### config.mk
export PLATFORM = sky130hd
export DESIGN_NAME = sr_drive_sequencer
export DESIGN_NICKNAME = d
export VERILOG_FILES = /design/src/rtl/sr_drv_pkg.sv /design/src/rtl/sr_width_counter.sv /design/src/rtl/sr_drive_sequencer.sv
export SDC_FILE = /design/constraint.sdc
export NUM_CORES = 1
export LEC_CHECK = 0
export ABC_CLOCK_PERIOD_IN_PS = 2500
export CORE_ASPECT_RATIO = 0.7
export CORE_MARGIN = 5
export CORE_UTILIZATION = 45
export CTS_CLUSTER_SIZE = 10
export DETAILED_ROUTE_END_ITERATION = 16
export PLACE_DENSITY = 0.78
export SLEW_MARGIN = 40
export SYNTH_ARGS = -nofsm -noshare
export SYNTH_HDL_FRONTEND = slang
export SYNTH_SLANG_ARGS = --single-unit
### constraint.sdc
create_clock -name clock -period 2.5 [get_ports clock]
set_input_delay 0.25 -clock clock [delete_from_list [all_inputs] [get_ports clock]]
set_output_delay 0.25 -clock clock [all_outputs]
set_load 0.01 [all_outputs]
### src/rtl/sr_drv_pkg.sv
// Shared opcodes and FSM state encoding for the SR latch drive sequencer.
package sr_drv_pkg;

    localparam logic [1:0] OP_NOP = 2'b00;
    localparam logic [1:0] OP_SET = 2'b01;
    localparam logic [1:0] OP_CLR = 2'b10;
    localparam logic [1:0] OP_TOG = 2'b11;

    typedef enum logic [2:0] {
        ST_INIT_PULSE,
        ST_INIT_GAP,
        ST_IDLE,
        ST_PULSE,
        ST_GAP
    } state_e;

endpackage

### src/rtl/sr_width_counter.sv
// Loadable down-counter timing pulse and gap phases; zero flag is registered.
module sr_width_counter #(
    parameter int unsigned CNT_W = 4
) (
    input  logic             clock,
    input  logic             reset,
    input  logic             load,
    input  logic             en,
    input  logic [CNT_W-1:0] load_val,
    output logic             zero
);

    logic [CNT_W-1:0] cnt_q, cnt_d;
    logic             zero_q, zero_d;

    // Load takes priority; otherwise count down and saturate at zero.
    always_comb begin
        cnt_d = cnt_q;
        if (load) begin
            cnt_d = load_val;
        end else if (en && (cnt_q != '0)) begin
            cnt_d = cnt_q - CNT_W'(1);
        end
        zero_d = (cnt_d == '0);
    end

    // Count register with synchronous reset.
    always_ff @(posedge clock) begin
        if (reset) begin
            cnt_q  <= '0;
            zero_q <= 1'b1;
        end else begin
            cnt_q  <= cnt_d;
            zero_q <= zero_d;
        end
    end

    assign zero = zero_q;

endmodule

### src/rtl/sr_drive_sequencer.sv
// Converts SET/CLEAR/TOGGLE/NOP commands into timed, non-overlapping s/r pulses
// for a gated SR latch, with a recovery gap and a shadow copy of the latch output.
module sr_drive_sequencer
    import sr_drv_pkg::*;
#(
    parameter int unsigned PULSE_W = 2,
    parameter int unsigned GAP_W   = 1,
    parameter int unsigned CNT_W   = 4
) (
    input  logic       clock,
    input  logic       reset,
    input  logic       cmd_valid,
    input  logic [1:0] cmd_op,
    output logic       cmd_ready,
    output logic       s,
    output logic       r,
    output logic       latch_en,
    output logic       busy,
    output logic       q_shadow,
    output logic [7:0] pulse_count
);

    localparam logic [CNT_W-1:0] PULSE_LOAD = CNT_W'(PULSE_W - 1);
    localparam logic [CNT_W-1:0] GAP_LOAD   = CNT_W'((GAP_W == 0) ? 0 : (GAP_W - 1));

    state_e           state_q, state_d;
    logic             set_op_q, set_op_d;
    logic             q_shadow_q, q_shadow_d;
    logic [7:0]       pulse_count_q, pulse_count_d;
    logic             s_q, s_d;
    logic             r_q, r_d;
    logic             latch_en_q, latch_en_d;
    logic             cmd_ready_q, cmd_ready_d;
    logic             busy_q, busy_d;

    logic             cnt_load;
    logic [CNT_W-1:0] cnt_load_val;
    logic             cnt_zero;
    logic             accept;

    sr_width_counter #(
        .CNT_W (CNT_W)
    ) u_width_counter (
        .clock    (clock),
        .reset    (reset),
        .load     (cnt_load),
        .en       (1'b1),
        .load_val (cnt_load_val),
        .zero     (cnt_zero)
    );

    // Next-state, shadow/count update and registered-output decode.
    always_comb begin
        state_d       = state_q;
        set_op_d      = set_op_q;
        q_shadow_d    = q_shadow_q;
        pulse_count_d = pulse_count_q;
        cnt_load      = 1'b0;
        cnt_load_val  = PULSE_LOAD;
        accept        = cmd_valid & cmd_ready_q;

        case (state_q)
            ST_INIT_PULSE: begin
                // latch_en low here means this is the first cycle after reset.
                if (!latch_en_q) begin
                    cnt_load     = 1'b1;
                    cnt_load_val = PULSE_LOAD;
                end else if (cnt_zero) begin
                    if (GAP_W == 0) begin
                        state_d = ST_IDLE;
                    end else begin
                        state_d      = ST_INIT_GAP;
                        cnt_load     = 1'b1;
                        cnt_load_val = GAP_LOAD;
                    end
                end
            end
            ST_INIT_GAP, ST_GAP: begin
                if (cnt_zero) begin
                    state_d = ST_IDLE;
                end
            end
            ST_IDLE: begin
                if (accept && (cmd_op != OP_NOP)) begin
                    set_op_d     = (cmd_op == OP_SET) || ((cmd_op == OP_TOG) && !q_shadow_q);
                    state_d      = ST_PULSE;
                    cnt_load     = 1'b1;
                    cnt_load_val = PULSE_LOAD;
                end
            end
            ST_PULSE: begin
                if (cnt_zero) begin
                    q_shadow_d    = set_op_q;
                    pulse_count_d = pulse_count_q + 8'd1;
                    if (GAP_W == 0) begin
                        state_d = ST_IDLE;
                    end else begin
                        state_d      = ST_GAP;
                        cnt_load     = 1'b1;
                        cnt_load_val = GAP_LOAD;
                    end
                end
            end
            default: begin
                state_d = ST_INIT_PULSE;
            end
        endcase

        latch_en_d  = (state_d == ST_INIT_PULSE) || (state_d == ST_PULSE);
        s_d         = (state_d == ST_PULSE) && set_op_d;
        r_d         = (state_d == ST_INIT_PULSE) || ((state_d == ST_PULSE) && !set_op_d);
        cmd_ready_d = (state_d == ST_IDLE);
        busy_d      = (state_d != ST_IDLE);
    end

    // State and output registers; reset overrides any in-flight pulse.
    always_ff @(posedge clock) begin
        if (reset) begin
            state_q       <= ST_INIT_PULSE;
            set_op_q      <= 1'b0;
            q_shadow_q    <= 1'b0;
            pulse_count_q <= 8'd0;
            s_q           <= 1'b0;
            r_q           <= 1'b0;
            latch_en_q    <= 1'b0;
            cmd_ready_q   <= 1'b0;
            busy_q        <= 1'b1;
        end else begin
            state_q       <= state_d;
            set_op_q      <= set_op_d;
            q_shadow_q    <= q_shadow_d;
            pulse_count_q <= pulse_count_d;
            s_q           <= s_d;
            r_q           <= r_d;
            latch_en_q    <= latch_en_d;
            cmd_ready_q   <= cmd_ready_d;
            busy_q        <= busy_d;
        end
    end

    assign s           = s_q;
    assign r           = r_q;
    assign latch_en    = latch_en_q;
    assign cmd_ready   = cmd_ready_q;
    assign busy        = busy_q;
    assign q_shadow    = q_shadow_q;
    assign pulse_count = pulse_count_q;

endmodule

==> impl_metrics.tcl <==
set metrics [dict create \
    synth-edff-count 0 \
    outcome "completed" \
    synth_top_family_by_area "simple AND/OR/NAND/NOR gates" \
    final_layout_size_suffix_gt1_share_pct 8.90 \
    synth_top_flop_cell "dfxtp_1" \
    firstDrtPassIters 4 \
    worstSkewPairLatency_ps 260 \
    cts_tree "done" \
    vdd_drop_max_uv 573 \
    crit_buf_inv 1 \
    maxCapViolCount 0 \
    use_met1_pct 18.1 \
    postCtsSetupBuffers 0 \
    ant_nets 0 \
    routedWlPerCell_um 13.4 \
    grt_usage_pct 13.5 \
    grt_start_max_net_pins 19 \
    die_x_um 71.7 \
    hp-class "register to register" \
    wl_um 2420 \
    grt_setup_unrepaired "no" \
    place_ws_ps 720 \
    power_density_nw_per_um2 865 \
    period_minus_slack_ps 1740 \
    synthMuxAreaShare_pct 0.834 \
    worstPathMaxFanout 8 \
    yosysSeqAreaShare_pct 38.4 \
    ys_top_cells_by_area "dfxtp_1 (38%), nor2_1 (5.3%), a21oi_1 (4.2%)" \
    clkTransAtPathRegs_ps 80 \
    numCtsBuffers 3 \
    drt_iter0_markers 39 \
    grt_most_used_layer "met2" \
    numPortBuffers 18 \
    core-area_sq_um 2510 \
    slew_headroom_pct 59.6 \
    die_y_um 53.2 \
    cts-root-buf "clkbuf_8" \
    finClkSkew_ps 4.44 \
    vias 972 \
    fp-row-count 15 \
    cp_slowest_cell "or3b_2" \
    async_flop_share_pct 0 \
    fmax_mhz 574 \
    synth_area_sq_um 1200 \
    htree_levels 1 \
    postCtsHoldBufs 0 \
    dp_hpwl_um 1750 \
    end_kind "register" \
    cp.arrival_ps 1950 \
    netlist-cell-type-count 45 \
    areaGrowthSynthToFinish_pct 16.5 \
    path_cells "inv_1 -> ha_1 -> or3b_2 -> xnor2_1 -> o21ai_1 -> o31a_1" \
    yosys.area.top_type "dfxtp_1" \
    syn_inst 131 \
    gp_congestion 0.872 \
    fin_crit_sh_pct 69.6 \
    met2_usage_pct 20.7 \
    grt_first_pass_wirelength_um 4080 \
    clock-sinks 23 \
    synth_xor_area_share_pct 5.84 \
    nNetsFinal 154 \
    io_pins 19 \
    synth_top_area_share_pct 38.4 \
    synthSimpleGateAreaFrac_pct 32.8 \
    cts_buffer_depth 2 \
    syn_avg_cell_area_sq_um 9.16 \
    layout_commonest_cell "dfxtp_1" \
    drc_errors 0 \
    p_leak_nw 0.543 \
    die_area_sq_um 3820 \
    critical_path_class "register to register" \
    gr-usage-met3_pct 3.04 \
    worst_path_dominant_cell_family "simple AND/OR/NAND/NOR gates" \
    setup_tns_ps 0 \
    antenna_cells 0 \
    hold_violations 0 \
    synth-compound-area-share_pct 12.6 \
    cp_slowest_stage_delay_ps 510 \
    overflow 0 \
    initial_core_util_pct 47.7 \
    setup_slack_ps 759 \
    synth_fa_ha_area_share_pct 2.09 \
    cts_resized 0 \
    yosysWarnings 0 \
    worst_pin_slew_ps 604 \
    first_global_vias 900 \
    drv_slew 0 \
    syn-num-nets 138 \
    critPathRequiredTime_ps 2710 \
    vias_per_cell 5.40 \
    start_kind "register" \
    finalSetupViolations 0 \
    antenna_found_initial 0 \
    synth-seq-cells 23 \
    final_cell_mix "dfxtp_1 (23), clkdlybuf4s50_1 (18), nor2_1 (17)" \
]
worst min-delay path, cell delays in order (launching register included):
cell     delay [ps]
dfxtp_1         320
nand2_1          50
a21oi_1          50
final timing paths:
check,cells past startpoint,end,from,slack [ps]
max reg2reg,6,u_width_counter.zero,u_width_counter.cnt_q[0],760
min reg2reg,2,q_shadow,set_op_q,470
min,2,q_shadow,set_op_q,470
max,6,u_width_counter.zero,u_width_counter.cnt_q[0],760
cells by family after synthesis:
logic type,after synthesis
AND/OR/NAND/NOR,61
AO/OA/AOI/OAI,24
flip-flops,23
buffers and inverters,12
XOR/XNOR,8
adder cells (fa/ha/maj),2
multiplexers,1
power by group:
group | internal [mW] | total [mW] | switching [mW]
Combinational | 0.238 | 0.469 | 0.232
Clock | 0.114 | 0.223 | 0.110
Sequential | 0.427 | 0.517 | 0.0901
stage by stage:
stage / util (%) / hold slack [ps] / area (sq um) / total power [mW] / std cells
6_report: 55.6 / 467 / 1400 / 1.21 / 180
3_5_place_dp: 53.8 / 449 / 1350 / 0.990 / 176
2_1_floorplan: - / 432 / 1200 / 0.914 / 131
4_1_cts: 55.6 / 467 / 1400 / 1.22 / 180
3_3_place_gp: 53.8 / 444 / 1350 / 0.978 / 176
5_1_grt: 55.6 / 477 / 1400 / 1.30 / 180
synthesized netlist by cell type, drive strengths merged (3+ instances only):
library cell / n
xor2: 3
nand2: 10
buf: 5
nor3: 5
inv: 5
nand3b: 5
xnor2: 5
nand4: 3
dfxtp: 23
o21bai: 3
o31ai: 3
a21oi: 10
nand2b: 5
nor2: 17
sequential cells by signal, indices dropped and copies added (netlist names):
register	flops
busy	1
cmd_ready	1
latch_en	1
pulse_count	8
q_shadow	1
r	1
s	1
set_op_q	1
state_q	3
u_width_counter.cnt_q	4
u_width_counter.zero	1
per-layer routing:
metal / vias up / wire length (um)
li1: 482 / -
met1: 460 / 1190
met2: 22 / 1090
met3: 8 / 68
met4: 0 / 68
met5: - / 0
final cells by class:
cell class / instances / area, sq um
Fill cell: 229 / 1120
Multi-Input combinational cell: 96 / 651
Sequential cell: 23 / 460
Timing Repair Buffer: 18 / 180
Clock buffer: 4 / 45.0
Tap cell: 34 / 42.5
Inverter: 5 / 18.8
Power figures use the tool's default switching activity.
